**src/rtl/note_player_if.sv**
```systemverilog
// Note handshake bundle between the song/keyboard front-end (master) and
// note_player (slave).
interface note_player_if #(
    parameter int DUR_W = 16
);
    logic             note_valid;
    logic             note_ready;
    logic [4:0]       note_code;
    logic [DUR_W-1:0] note_dur;

    modport master (
        output note_valid,
        output note_code,
        output note_dur,
        input  note_ready
    );

    modport slave (
        input  note_valid,
        input  note_code,
        input  note_dur,
        output note_ready
    );
endinterface

```
**src/rtl/note_player.sv**
```systemverilog
// Plays one note at a time as a square wave on the speaker pin.
// The note lasts note_dur tick periods, then a one-tick silent release, then done.
module note_player #(
    parameter int CLK_HZ = 100_000_000,
    parameter int HALF_W = 18,
    parameter int DUR_W  = 16
) (
    input  logic          clk,
    input  logic          rst_n,
    input  logic          tick,
    input  logic          abort,
    note_player_if.slave  note,
    output logic          speaker,
    output logic          busy,
    output logic          done
);
    localparam logic [1:0] ST_IDLE    = 2'd0;
    localparam logic [1:0] ST_PLAY    = 2'd1;
    localparam logic [1:0] ST_RELEASE = 2'd2;

    // Equal-tempered natural notes C4..B6 in micro-hertz, A4 = 440 Hz.
    function automatic longint unsigned note_freq_uhz(input int code);
        case (code)
            1:       return 64'd261625565;
            2:       return 64'd293664768;
            3:       return 64'd329627557;
            4:       return 64'd349228231;
            5:       return 64'd391995436;
            6:       return 64'd440000000;
            7:       return 64'd493883301;
            8:       return 64'd523251131;
            9:       return 64'd587329536;
            10:      return 64'd659255114;
            11:      return 64'd698456463;
            12:      return 64'd783990872;
            13:      return 64'd880000000;
            14:      return 64'd987766603;
            15:      return 64'd1046502261;
            16:      return 64'd1174659072;
            17:      return 64'd1318510228;
            18:      return 64'd1396912926;
            19:      return 64'd1567981744;
            20:      return 64'd1760000000;
            21:      return 64'd1975533205;
            default: return 64'd0;
        endcase
    endfunction

    // Rounded half period in clk cycles; zero marks a rest.
    function automatic logic [HALF_W-1:0] half_period(input int code);
        longint unsigned den;
        longint unsigned num;
        longint unsigned q;
        den = 64'd2 * note_freq_uhz(code);
        num = 64'(CLK_HZ) * 64'd1_000_000;
        if (den == 64'd0) begin
            q = 64'd0;
        end else begin
            q = (num + den / 64'd2) / den;
        end
        return HALF_W'(q);
    endfunction

    logic [HALF_W-1:0] half_rom [32];

    generate
        for (genvar gi = 0; gi < 32; gi++) begin : g_pitch
            localparam logic [HALF_W-1:0] HALF_VAL = half_period(gi);
            assign half_rom[gi] = HALF_VAL;
        end
    endgenerate

    logic [1:0]        state_reg;
    logic              tone_reg;
    logic [HALF_W-1:0] half_m1_reg;
    logic [HALF_W-1:0] half_cnt_reg;
    logic [DUR_W-1:0]  dur_reg;
    logic [DUR_W-1:0]  tick_cnt_reg;
    logic              speaker_reg;
    logic              busy_reg;
    logic              done_reg;
    logic              ready_reg;

    logic              accept;
    logic              code_is_tone;
    logic              last_tick;

    assign code_is_tone = (note.note_code >= 5'd1) && (note.note_code <= 5'd21);
    assign accept       = note.note_valid && ready_reg;
    // Compare one wider so the count can reach all-ones durations without wrapping.
    assign last_tick    = ({1'b0, tick_cnt_reg} + (DUR_W+1)'(1)) == {1'b0, dur_reg};

    always_ff @(posedge clk or negedge rst_n) begin
        if (!rst_n) begin
            state_reg    <= ST_IDLE;
            tone_reg     <= 1'b0;
            half_m1_reg  <= '0;
            half_cnt_reg <= '0;
            dur_reg      <= '0;
            tick_cnt_reg <= '0;
            speaker_reg  <= 1'b0;
            busy_reg     <= 1'b0;
            done_reg     <= 1'b0;
            ready_reg    <= 1'b0;
        end else begin
            done_reg <= 1'b0;
            if (abort) begin
                state_reg    <= ST_IDLE;
                half_cnt_reg <= '0;
                tick_cnt_reg <= '0;
                speaker_reg  <= 1'b0;
                busy_reg     <= 1'b0;
                ready_reg    <= 1'b1;
            end else begin
                case (state_reg)
                    ST_IDLE: begin
                        ready_reg <= 1'b1;
                        if (accept) begin
                            tone_reg     <= code_is_tone;
                            half_m1_reg  <= half_rom[note.note_code] - HALF_W'(1);
                            dur_reg      <= note.note_dur;
                            half_cnt_reg <= '0;
                            tick_cnt_reg <= '0;
                            speaker_reg  <= 1'b0;
                            busy_reg     <= 1'b1;
                            ready_reg    <= 1'b0;
                            state_reg    <= ST_PLAY;
                        end
                    end
                    ST_PLAY: begin
                        if ((dur_reg == '0) || (tick && last_tick)) begin
                            speaker_reg  <= 1'b0;
                            half_cnt_reg <= '0;
                            state_reg    <= ST_RELEASE;
                        end else begin
                            if (tick) begin
                                tick_cnt_reg <= tick_cnt_reg + DUR_W'(1);
                            end
                            if (tone_reg) begin
                                if (half_cnt_reg == half_m1_reg) begin
                                    half_cnt_reg <= '0;
                                    speaker_reg  <= ~speaker_reg;
                                end else begin
                                    half_cnt_reg <= half_cnt_reg + HALF_W'(1);
                                end
                            end
                        end
                    end
                    ST_RELEASE: begin
                        speaker_reg <= 1'b0;
                        if (tick) begin
                            done_reg     <= 1'b1;
                            busy_reg     <= 1'b0;
                            ready_reg    <= 1'b1;
                            tick_cnt_reg <= '0;
                            state_reg    <= ST_IDLE;
                        end
                    end
                    default: begin
                        state_reg   <= ST_IDLE;
                        speaker_reg <= 1'b0;
                        busy_reg    <= 1'b0;
                        ready_reg   <= 1'b1;
                    end
                endcase
            end
        end
    end

    assign note.note_ready = ready_reg;
    assign speaker         = speaker_reg;
    assign busy            = busy_reg;
    assign done            = done_reg;
endmodule

```
**src/flat_wrapper.sv**
```systemverilog
// flat-port wrapper written by rule: the top's interface ports become plain ports
module note_player_flat 
#(
    parameter int CLK_HZ = 100_000_000,
    parameter int HALF_W = 18,
    parameter int DUR_W  = 16
)
  (clk, rst_n, tick, abort, speaker, busy, done, note_note_valid, note_note_code, note_note_dur, note_note_ready);
  note_player_if #(.DUR_W(DUR_W)) note_i ();
  input  logic clk;
  input  logic rst_n;
  input  logic tick;
  input  logic abort;
  output logic speaker;
  output logic busy;
  output logic done;
  input wire logic [$bits(note_i.note_valid)-1:0] note_note_valid;
  input wire logic [$bits(note_i.note_code)-1:0] note_note_code;
  input wire logic [$bits(note_i.note_dur)-1:0] note_note_dur;
  output wire logic [$bits(note_i.note_ready)-1:0] note_note_ready;
  assign note_i.note_valid = note_note_valid;
  assign note_i.note_code = note_note_code;
  assign note_i.note_dur = note_note_dur;
  assign note_note_ready = note_i.note_ready;
  note_player #(.CLK_HZ(CLK_HZ), .HALF_W(HALF_W), .DUR_W(DUR_W)) u_core (.clk(clk), .rst_n(rst_n), .tick(tick), .abort(abort), .note(note_i), .speaker(speaker), .busy(busy), .done(done));
endmodule
```
**config.mk**
```make
export PLATFORM = sky130hd
export DESIGN_NAME = note_player_flat
export DESIGN_NICKNAME = d
export VERILOG_FILES = /design/src/rtl/note_player_if.sv /design/src/rtl/note_player.sv /design/src/flat_wrapper.sv
export SDC_FILE = /design/constraint.sdc
export NUM_CORES = 1
export LEC_CHECK = 0
export ABC_CLOCK_PERIOD_IN_PS = 3500
export CAP_MARGIN = 25
export CORE_ASPECT_RATIO = 1.1
export CORE_MARGIN = 8
export CORE_UTILIZATION = 60
export DETAILED_ROUTE_END_ITERATION = 7
export PLACE_DENSITY_LB_ADDON = 0.05
export SLEW_MARGIN = 15
export SYNTH_ARGS = -nofsm -noshare
export SYNTH_HDL_FRONTEND = slang
export SYNTH_SLANG_ARGS = --single-unit
export TNS_END_PERCENT = 1
```
**constraint.sdc**
```tcl
create_clock -name clk -period 3.5 [get_ports clk]
set_input_delay 1.05 -clock clk [delete_from_list [all_inputs] [get_ports clk]]
set_output_delay 1.05 -clock clk [all_outputs]
set_load 0.1 [all_outputs]
```
# Word-level counts from Yosys, hierarchy flattened
# Memory sizes are Yosys's and may differ from the RTL's.
# Cells that the tools add are included.
[classes]
n_eq_ne = 12
n_reduce_logical = 15
magnitude_cmp = 3
add_sub_neg = 4
muxes = 36
bitwise = 3
[op_table]
columns = ["op", "n"]
rows = [
  ["two-way mux 18 bit", 7],
  ["two-way mux 16 bit", 5],
  ["case mux 16 bit (3 select lines)", 1],
  ["case mux 18 bit (2 select lines)", 1],
  ["adder 18 x 1 -> 18 bit (second input constant)", 1],
  ["equality test 18 bit", 1],
  ["subtractor 18 x 1 -> 18 bit (second input constant)", 1],
  ["adder 16 x 1 -> 17 bit (second input constant)", 1],
  ["equality test 17 x 16 -> 1 bit", 1],
  ["adder 16 x 1 -> 16 bit (second input constant)", 1],
  ["logical NOT 16 bit", 1],
  ["AND reduction 3 bit", 5],
  ["two-way mux 1 bit", 14],
  ["!= test 3 bit (second input constant)", 3],
  ["two-way mux 2 bit", 4],
  ["!= test 4 x 2 -> 1 bit (second input constant)", 2],
  [">= comparator 6 bit (second input constant)", 1],
  ["!= test 3 x 2 -> 1 bit (second input constant)", 2],
  ["inverter 5 -> 6 bit", 1],
  ["case mux 1 bit (3 select lines)", 2],
  ["case mux 2 bit (3 select lines)", 1],
  [">= comparator 5 x 1 -> 1 bit (second input constant)", 1],
  ["<= comparator 5 bit (second input constant)", 1],
  ["AND reduction 5 bit", 1],
  ["11 further kinds", 14],
]
[totals]
output_inout_bits = 4
input_bits = 26
memories = 1
mem_bits_ro = 576
wordCells = 84
ff_bits = 75
[mem_list]
columns = ["name", "depth", "word_bits", "rd", "rd_clocked_by_memory_dff", "write_ports", "line", "rtl"]
rows = [
  ["(no name shown)", 32, 18, 1, 0, 0, "note_player.sv:120", "half_m1_reg <= half_rom[note.note_code] - HALF_W'(1);"],
]

# Logic depth before layout (Yosys ltp)
# Gate-level depths: netlist of the first run.
[logic_depth]
depth_word = 7
mapped_depth = 12

# Worst setup path before layout of the first run
# OpenSTA, ideal clock, no wires.
[synth_path]
kind = "input to register"
from = "input port note_note_code[1]"
to = "register u_core.half_m1_reg[17]"
cell_stages = 11
required_ps = 3366
path_slack_ps = -9
arrival_ps = 3375
setup_time_ps = 134
n_path_buf = 2
cell_sequence = "clkbuf_1 -> inv_1 -> ha_1 -> mux2i_1 -> o221a_2 -> o22ai_1 -> or3_1 -> clkbuf_1 -> nor4b_2 -> xor2_1 -> o21ai_0"
[synth_via]
elab_chain_cells = 5
[synth_lines]
columns = ["element", "line", "rtl"]
rows = [
  ["start: declaration", "flat_wrapper.sv:18", "input wire logic [$bits(note_i.note_code)-1:0] note_note_code;"],
  ["inverter 5 -> 6 bit (not written as such)", "note_player.sv:120", ""],
  ["memory (32 x 18 bit)", "--", ""],
  ["two-way mux 18 bit (not written as such) (2 in a row)", "note_player.sv:120", ""],
  ["subtractor 18 x 1 -> 18 bit", "note_player.sv:120", ""],
  ["end signal: assignment", "note_player.sv:120", ""],
  ["end: declaration", "note_player.sv:75", "logic [HALF_W-1:0] half_m1_reg;"],
]
# No other way between the ends. The select of a mux whose other input is x is not followed.
# A chain may end at the register's enable or synchronous reset.

# Worst setup path after layout of the first run
[layout_path]
from = "input port note_note_code[1]"
to = "register u_core.half_m1_reg[16]"
# Same word-level chain as after synthesis.

==> results of run 1 <==
[how the worst min path moves through the flow]
stage | start | to | slack (ns) | cells after the start
2_1_floorplan | u_core.half_m1_reg[3]$_DFFE_PN0P_ | u_core.half_m1_reg[3]$_DFFE_PN0P_ | 0.47 | 2
3_3_place_gp | u_core.half_m1_reg[3]$_DFFE_PN0P_ | u_core.half_m1_reg[3]$_DFFE_PN0P_ | 0.49 | 2
5_1_grt | u_core.half_m1_reg[8]$_DFFE_PN0P_ | u_core.half_m1_reg[8]$_DFFE_PN0P_ | 0.54 | 2
3_5_place_dp | u_core.half_m1_reg[0]$_DFFE_PN0P_ | u_core.half_m1_reg[0]$_DFFE_PN0P_ | 0.50 | 2
6_report | u_core.half_m1_reg[0]$_DFFE_PN0P_ | u_core.half_m1_reg[0]$_DFFE_PN0P_ | 0.52 | 2
4_1_cts | u_core.half_m1_reg[0]$_DFFE_PN0P_ | u_core.half_m1_reg[0]$_DFFE_PN0P_ | 0.52 | 2
[power by group]
part	internal, mW	switching, mW
Combinational	0.337	0.426
Clock	0.413	0.379
Sequential	0.987	0.144
Total	1.74	0.948
[logic make-up after synthesis]
family / synth area share
muxes: 0.0153
and+or+nand+nor: 0.274
buffers and inverters: 0.0595
xor gates and xnor gates: 0.0713
adders and majority gates: 0.0266
AOI/OAI and AO/OA: 0.221
DFF: 0.332
[per-stage QoR]
step	std cells	area, sq um	utilization
CTS	858	6560	0.708
finish	859	6590	0.711
global route	859	6590	0.711
global placement	842	6330	0.684
floorplan	679	5650	-
detailed placement	842	6330	0.684
[synth_stat cells (3+ instances only)]
| cell type | count | area share |
|---|---|---|
| nand3b_1 | 3 | 0.0040 |
| nand4_1 | 12 | 0.013 |
| a22oi_1 | 7 | 0.0093 |
| nand2b_1 | 13 | 0.014 |
| buf_2 | 6 | 0.0053 |
| o22ai_1 | 3 | 0.0033 |
| dfrtp_1 | 75 | 0.33 |
| inv_1 | 17 | 0.011 |
| o22a_1 | 13 | 0.020 |
| or3_1 | 6 | 0.0066 |
| nor3_1 | 14 | 0.012 |
| a21oi_1 | 30 | 0.027 |
| nor2b_1 | 5 | 0.0055 |
| a211oi_1 | 4 | 0.0053 |
| buf_6 | 7 | 0.014 |
| nor2_1 | 47 | 0.031 |
| nand4_2 | 3 | 0.0066 |
| nor4_4 | 3 | 0.011 |
| o31ai_1 | 4 | 0.0053 |
| a31oi_1 | 7 | 0.0077 |
| and3_1 | 12 | 0.013 |
| buf_1 | 3 | 0.0020 |
| xnor2_1 | 28 | 0.043 |
| o21ai_2 | 9 | 0.014 |
| o21ai_0 | 48 | 0.042 |
| o221ai_1 | 3 | 0.0046 |
| nand2_1 | 118 | 0.078 |
| a21boi_0 | 4 | 0.0053 |
| xor2_1 | 18 | 0.028 |
| and2_1 | 7 | 0.0077 |
| clkbuf_1 | 25 | 0.017 |
| ha_1 | 12 | 0.027 |
| nand3_1 | 22 | 0.019 |
| and3b_1 | 4 | 0.0062 |
| mux2i_1 | 6 | 0.011 |
| a21o_1 | 5 | 0.0066 |
| a32o_1 | 3 | 0.0053 |
| nor4_1 | 11 | 0.012 |
| o211ai_1 | 7 | 0.0093 |
| o31a_1 | 3 | 0.0046 |
[final cells by class]
cell class	count	area, sq um
repair buffers	92	821
fillers	727	2670
multi-input cells	541	3450
flip-flops and latches	75	1880
clock inverters	7	105
clock buffers	9	124
inverters	18	67.6
well taps	117	146
[worst max-delay path: stages]
cell	delay (ns)
clkdlybuf4s50_1	0.51
inv_1	0.10
ha_1	0.33
buf_4	0.16
nand2_1	0.08
nand3_1	0.08
a21boi_1	0.28
nand4_2	0.25
nor4_2	0.45
nand2_1	0.15
a31oi_1	0.18
[per-layer routing]
metal,track usage,wire [um],up-vias
li1,-,-,2550
met1,0.315,6480,2585
met2,0.397,7880,189
met3,0.0340,759,32
met4,0.101,427,0
met5,0,0,-
==> flow_summary.yaml, run 1 <==
outcome:
  outcome: "finished clean"
setup_path:
  required_ns: 3.79
  critical_path.max_fanout: 6
  crit_path_start: "note_note_code[1]"
  crit_type: "in -> reg"
  cp.arrival_ns: 3.63
  r2r_slack_ns: 0.48
  ff2ff_path_depth: 10
  endpoint_kind: "flip-flop"
  crit_path_start_kind: "input pin"
  regToRegStartpoint: "u_core.tick_cnt_reg[0]$_DFFE_PN0P_"
  r2r-end: "u_core.half_cnt_reg[6]$_DFFE_PN0P_"
  crit_path_end: "u_core.half_m1_reg[16]$_DFFE_PN0P_"
synth:
  ys_warn_count: 0
  async_reset_ff_frac: 1.00
  seq_area_frac_synth: 0.332
  syn-num-nets: 717
  synth.distinct_cells: 83
  netlist_area_sq_um: 5650
  synth_edf_count: 0
  postSynthCellCount: 679
  synth_flop_cell: "dfrtp_1"
  ys_seq_elements: 75
  syn_avg_cell_area_sq_um: 8.33
sta:
  slew_headroom: 0.497
  hold_viol: 0
  finalClockSkew_ns: 0.0200
  setup_viol: 0
  whs_ns: 0.516
  min_period_ns: 3.34
  max_freq_ghz: 0.299
  fin_tns_setup_ns: 0
  worstMarginPinSlew_ns: 0.748
  final_max_slew_viol_count: 0
  fin_crit_sh: 0.954
  rsz0062_at_grt: "yes"
  setup_slack_ns: 0.161
hold_path:
  hold_class: "reg -> reg"
die:
  die_w_um: 109
  die_area_sq_um: 12800
  rows: 37
  die_y_um: 118
  ios: 30
  start_util: 0.611
  core_sq_um: 9260
grt:
  grt_max_degree: 76
  first_global_vias: 5268
  grt_pass1_wl_um: 25700
  grt_overflow_total: 0
  grt_antenna_before_repair: 0
  grt_util_all_layers: 0.244
layout:
  layout_commonest_cell: "nand2_1"
  nets: 775
  area_growth_pct: 16.5
  final_cell_mix: "nand2_1, dfrtp_1, buf_4"
  drive_above_1_share: 0.166
  antenna_cells: 0
clocking:
  clock_sinks: 75
  cts_tree: "built"
  cts.repair.resized: 0
  cts_made_buffers: 9
  cts_root_buf: "clkbuf_8"
  cts.clk_slew.worst_paths_ns: 0.09
  hold_buffers: 0
  clk_latency_ns: 0.37
  cts.path.max_buffers: 2
  post_cts_buffers: 0
  htreeDepth: 3
power:
  leakage_nw: 2.85
  p_total_mw: 2.69
  powerDensity_nw_per_um2: 408
  vdd_drop_max_mv: 0.324
placed_design:
  io_buffers: 29
  dp_hpwl_um: 11200
  routabilityCongestion: 0.949
  pre_cts_ws_ns: -0.225
drt:
  via_count: 5356
  routed_wl_um: 15500
  wire_per_inst_um: 18.1
  viasPerCell: 6.24
  first_iter_violations: 453
  drtAntennaViolNets: 0
  drc: 0
  first_pass_iters: 5
job:
  max_cap_viol_count: 0
Power figures use the tool's default switching activity.
==> run 2: changes to the inputs <==
--- a/config.mk
+++ b/config.mk
@@ -12,4 +12,5 @@
 export CORE_UTILIZATION = 60
 export DETAILED_ROUTE_END_ITERATION = 7
+export DONT_BUFFER_PORTS = 1
 export PLACE_DENSITY_LB_ADDON = 0.05
 export SLEW_MARGIN = 15
==> constraint.sdc (replaced) <==
create_clock -name clk -period 3.5 [get_ports clk]
set_input_delay 1.05 -clock clk [delete_from_list [all_inputs] [get_ports clk]]
set_output_delay 1.05 -clock clk [all_outputs]
set_load 0.02 [all_outputs]
==> flow_summary.yaml, run 2 (same netlist as run 1, synthesis figures left out) <==
outcome:
  outcome: "finished clean"
setup_path:
  critical_path.max_fanout: 7
  path_delay_family: "simple AND/OR/NAND/NOR gates"
  crit_type: "reg -> reg"
  crit_buf_inv: 1
  endpoint_kind: "flip-flop"
  critPathSlowestCell: "nor4_4"
  slowest_delay_ns: 0.51
  path_cells: "ha_1 > nand3_2 > nor3_1 > xnor2_1 > nand3_2 > nor4_4 > nor3_1 > buf_4 > a221o_1"
  crit_path_start_kind: "flip-flop"
  cp.arrival_ns: 3.29
  required_ns: 3.74
drt:
  wire_per_inst_um: 18.4
  routed_wl_um: 14300
  via_count: 4904
  first_iter_violations: 292
  first_pass_iters: 5
  drtAntennaViolNets: 0
  drc: 0
  viasPerCell: 6.30
placed_design:
  post-place-cells: 763
  pre_cts_ws_ns: 0.184
  routabilityCongestion: 0.929
  placed_area_sq_um: 5630
  io_buffers: 0
  dp_hpwl_um: 10500
layout:
  layout_commonest_cell: "nand2_1"
  area_growth_pct: 2.92
  layoutNonFillerInstCount: 779
  postLayoutCoreUtil: 0.629
  nets: 695
  drive_above_1_share: 0.0997
  antenna_cells: 0
  fin_area_sq_um: 5820
  final_cell_mix: "nand2_1, dfrtp_1, o21ai_0"
sta:
  fin_tns_setup_ns: 0
  slew_headroom: 0.400
  rsz0062_at_grt: "no"
  min_period_ns: 3.04
  hold_viol: 0
  worstMarginPinSlew_ns: 0.895
  setup_viol: 0
  fin_crit_sh: 0.869
  setup_slack_ns: 0.457
  final_max_slew_viol_count: 0
  max_freq_ghz: 0.329
  finalClockSkew_ns: 0.0163
clocking:
  cts.repair.resized: 0
  cts.path.max_buffers: 2
  cts_made_buffers: 9
  cts_root_buf: "clkbuf_8"
  hold_buffers: 0
  clock_sinks: 75
  cts.clk_slew.worst_paths_ns: 0.09
  post_cts_buffers: 0
  clk_latency_ns: 0.37
  htreeDepth: 3
  cts_tree: "built"
die:
  rows: 37
  die_area_sq_um: 12800
  die_y_um: 118
  start_util: 0.611
  die_w_um: 109
  core_sq_um: 9260
  ios: 30
grt:
  grt_pass1_wl_um: 23500
  grt_util_all_layers: 0.228
  first_global_vias: 4712
  grt_max_degree: 76
  grt_antenna_before_repair: 0
  grt_overflow_total: 0
job:
  max_cap_viol_count: 0
hold_path:
  hold_class: "in -> async"
power:
  leakage_nw: 2.44
  powerDensity_nw_per_um2: 415
  vdd_drop_max_mv: 0.230
-- run 2: cell count changes in the layout (fill, tap and decap cells not counted), moves of 2 or more --
cell | before | now
buf_12 | 4 | 0
clkdlybuf4s50_1 | 24 | 0
buf_4 | 63 | 12
clkinv_2 | 0 | 2
-- run 2: worst register-to-register path, cell delays in order (launching register included) --
cell	delay, ns
dfrtp_1	0.48
ha_1	0.32
nand3_2	0.26
nor3_1	0.40
xnor2_1	0.23
nand3_2	0.14
nor4_4	0.51
nor3_1	0.10
buf_4	0.18
a221o_1	0.31
-- run 2: area by class of cell --
| cell class | instances | area (sq um) |
|---|---|---|
| fill | 816 | 3440 |
| tap | 117 | 146 |
| sequential | 75 | 1880 |
| timing repair buffer | 12 | 90.1 |
| clock inverter | 6 | 65.1 |
| inverter | 18 | 67.6 |
| clock buffer | 10 | 128 |
| multi-input combinational | 541 | 3450 |
-- run 2: path summary, 6_finish.rpt --
kind | start | to | slack, ns | cells past startpoint
hold / removal | rst_n | u_core.done$_DFF_PN0_ | 0.37 | 0
max in group asynchronous | rst_n | u_core.dur_reg[8]$_DFFE_PN0P_ | 3.01 | 0
hold reg to reg | u_core.half_m1_reg[17]$_DFFE_PN0P_ | u_core.half_m1_reg[17]$_DFFE_PN0P_ | 0.51 | 2
setup reg to reg | u_core.tick_cnt_reg[0]$_DFFE_PN0P_ | u_core.tick_cnt_reg[11]$_DFFE_PN0P_ | 0.46 | 9
min in group clk | u_core.half_m1_reg[17]$_DFFE_PN0P_ | u_core.half_m1_reg[17]$_DFFE_PN0P_ | 0.51 | 2
setup / recovery | u_core.tick_cnt_reg[0]$_DFFE_PN0P_ | u_core.tick_cnt_reg[11]$_DFFE_PN0P_ | 0.46 | 9
-- run 2: routing by layer --
metal	track usage	routed length, um
met5	0	0
met2	0.387	7260
met3	0.0438	576
met1	0.270	6060
met4	0.102	433
-- run 2: power by group --
part           switching, mW  internal (mW)
clock                  0.349          0.331
sequential             0.147          0.987
combinational          0.346          0.255
-- run 2: through the flow --
step / hold WS (ns) / total power, mW
3_3_place_gp: 0.488 / 1.73
6_report: 0.367 / 2.41
2_1_floorplan: 0.469 / 1.61
5_1_grt: 0.345 / 2.55
3_5_place_dp: 0.494 / 1.75
4_1_cts: 0.353 / 2.42
==> run 3: changes to the inputs <==
- PLACE_DENSITY: unset -> 0.73
- PLACE_DENSITY_LB_ADDON: 0.05 -> unset
==> flow_summary.yaml, run 3 (same netlist as run 1, synthesis figures left out) <==
outcome:
  outcome: "finished clean"
sta:
  slew_headroom: 0.392
  rsz0062_at_grt: "no"
  setup_slack_ns: 0.456
  max_freq_ghz: 0.328
  finalClockSkew_ns: 0.0163
  fin_crit_sh: 0.870
  fin_tns_setup_ns: 0
  final_max_slew_viol_count: 0
  worstMarginPinSlew_ns: 0.906
  hold_viol: 0
  setup_viol: 0
  min_period_ns: 3.04
drt:
  viasPerCell: 6.45
  via_count: 5020
  first_pass_iters: 5
  wire_per_inst_um: 18.6
  drc: 0
  first_iter_violations: 315
  drtAntennaViolNets: 0
  routed_wl_um: 14500
die:
  die_y_um: 118
  die_w_um: 109
  die_area_sq_um: 12800
  start_util: 0.611
  core_sq_um: 9260
  rows: 37
  ios: 30
setup_path:
  crit_buf_inv: 1
  critical_path.max_fanout: 15
  critPathSlowestCell: "or3_1"
  path_cells: "inv_1 > ha_1 > mux2i_1 > o221a_2 > o22ai_1 > or3_1 > nor4b_2 > xor2_1 > o21ai_0"
  crit_path_start_kind: "input pin"
  cp.arrival_ns: 3.28
  crit_type: "in -> reg"
  endpoint_kind: "flip-flop"
  slowest_delay_ns: 0.51
  path_delay_family: "simple AND/OR/NAND/NOR gates"
  cp_num_cells: 9
  ff2ff_path_depth: 9
  required_ns: 3.74
power:
  seqPwrFrac: 0.480
  leakage_nw: 2.44
  vdd_drop_max_mv: 0.230
  sw_frac_of_total: 0.344
  combPwrFrac: 0.254
  powerDensity_nw_per_um2: 408
  pwr-share-clk: 0.266
  p_int_mw: 1.55
  p_switching_mw: 0.815
job:
  max_cap_viol_count: 0
clocking:
  cts_made_buffers: 9
  cts.repair.resized: 0
  htreeDepth: 3
  clk_latency_ns: 0.35
  cts_tree: "built"
  hold_buffers: 0
  clock_sinks: 75
  cts_root_buf: "clkbuf_8"
  post_cts_buffers: 0
  cts.path.max_buffers: 2
  cts.clk_slew.worst_paths_ns: 0.08
layout:
  area_growth_pct: 2.68
  nets: 695
  antenna_cells: 0
  drive_above_1_share: 0.0983
  layout_commonest_cell: "nand2_1"
  final_cell_mix: "nand2_1, dfrtp_1, o21ai_0"
grt:
  grt_overflow_total: 0
  grt_pass1_wl_um: 23800
  grt_max_degree: 76
  grt_antenna_before_repair: 0
  grt_util_all_layers: 0.229
  first_global_vias: 4874
placed_design:
  dp_hpwl_um: 10600
  pre_cts_ws_ns: 0.114
  io_buffers: 0
  routabilityCongestion: 0.955
hold_path:
  hold_class: "in -> async"
-- run 3: worst paths after layout --
path	startpoint	to	slack, ns
setup / recovery	note_note_code[1]	u_core.half_m1_reg[17]$_DFFE_PN0P_	0.46
hold / removal	rst_n	u_core.half_cnt_reg[0]$_DFFE_PN0P_	0.38
setup reg to reg	u_core.tick_cnt_reg[0]$_DFFE_PN0P_	u_core.half_cnt_reg[7]$_DFFE_PN0P_	0.54
hold reg to reg	u_core.half_m1_reg[7]$_DFFE_PN0P_	u_core.half_m1_reg[7]$_DFFE_PN0P_	0.51
max in group asynchronous	rst_n	u_core.dur_reg[12]$_DFFE_PN0P_	3.00
min in group clk	u_core.half_m1_reg[7]$_DFFE_PN0P_	u_core.half_m1_reg[7]$_DFFE_PN0P_	0.51
-- run 3: cell type report --
class | count | area, sq um
clock inverters | 2 | 10.0
clock buffers | 13 | 169
flip-flops and latches | 75 | 1880
well taps | 117 | 146
inverters | 18 | 67.6
repair buffers | 12 | 90.1
multi-input cells | 541 | 3450
fillers | 841 | 3450
-- run 3: stage by stage --
step,hold WS [ns],instance area [sq um],util,std cells,total power [mW]
after floorplan,0.469,5650,-,679,1.61
after global placement,0.495,5630,0.608,763,1.72
after detailed placement,0.495,5630,0.608,763,1.75
after CTS,0.369,5810,0.627,778,2.38
after global routing,0.357,5810,0.627,778,2.51
final,0.381,5810,0.627,778,2.37
-- run 3: power groups by stage --
stage / logic (mW) / registers, mW / clock network (mW)
floorplan: 0.512 / 1.09 / 0
global placement: 0.579 / 1.15 / 0
detailed placement: 0.597 / 1.15 / 0
CTS: 0.602 / 1.13 / 0.643
global route: 0.669 / 1.15 / 0.687
finish: 0.603 / 1.14 / 0.630
-- run 3: layer usage --
layer,vias up,GRT usage,routed length (um)
met3,57,0.0509,652
met2,151,0.381,7220
met5,-,0,0
met1,2415,0.262,5910
li1,2397,-,-
met4,0,0.129,692
-- run 3: worst register-to-register path: cells and delay by family (launching register included) --
family                     cells  cell delay (ns)
AOI/OAI and AO/OA              2             0.62
adders and majority gates      1             0.32
buffers and inverters          1             0.25
DFF                            1             0.48
and+or+nand+nor                5             1.15
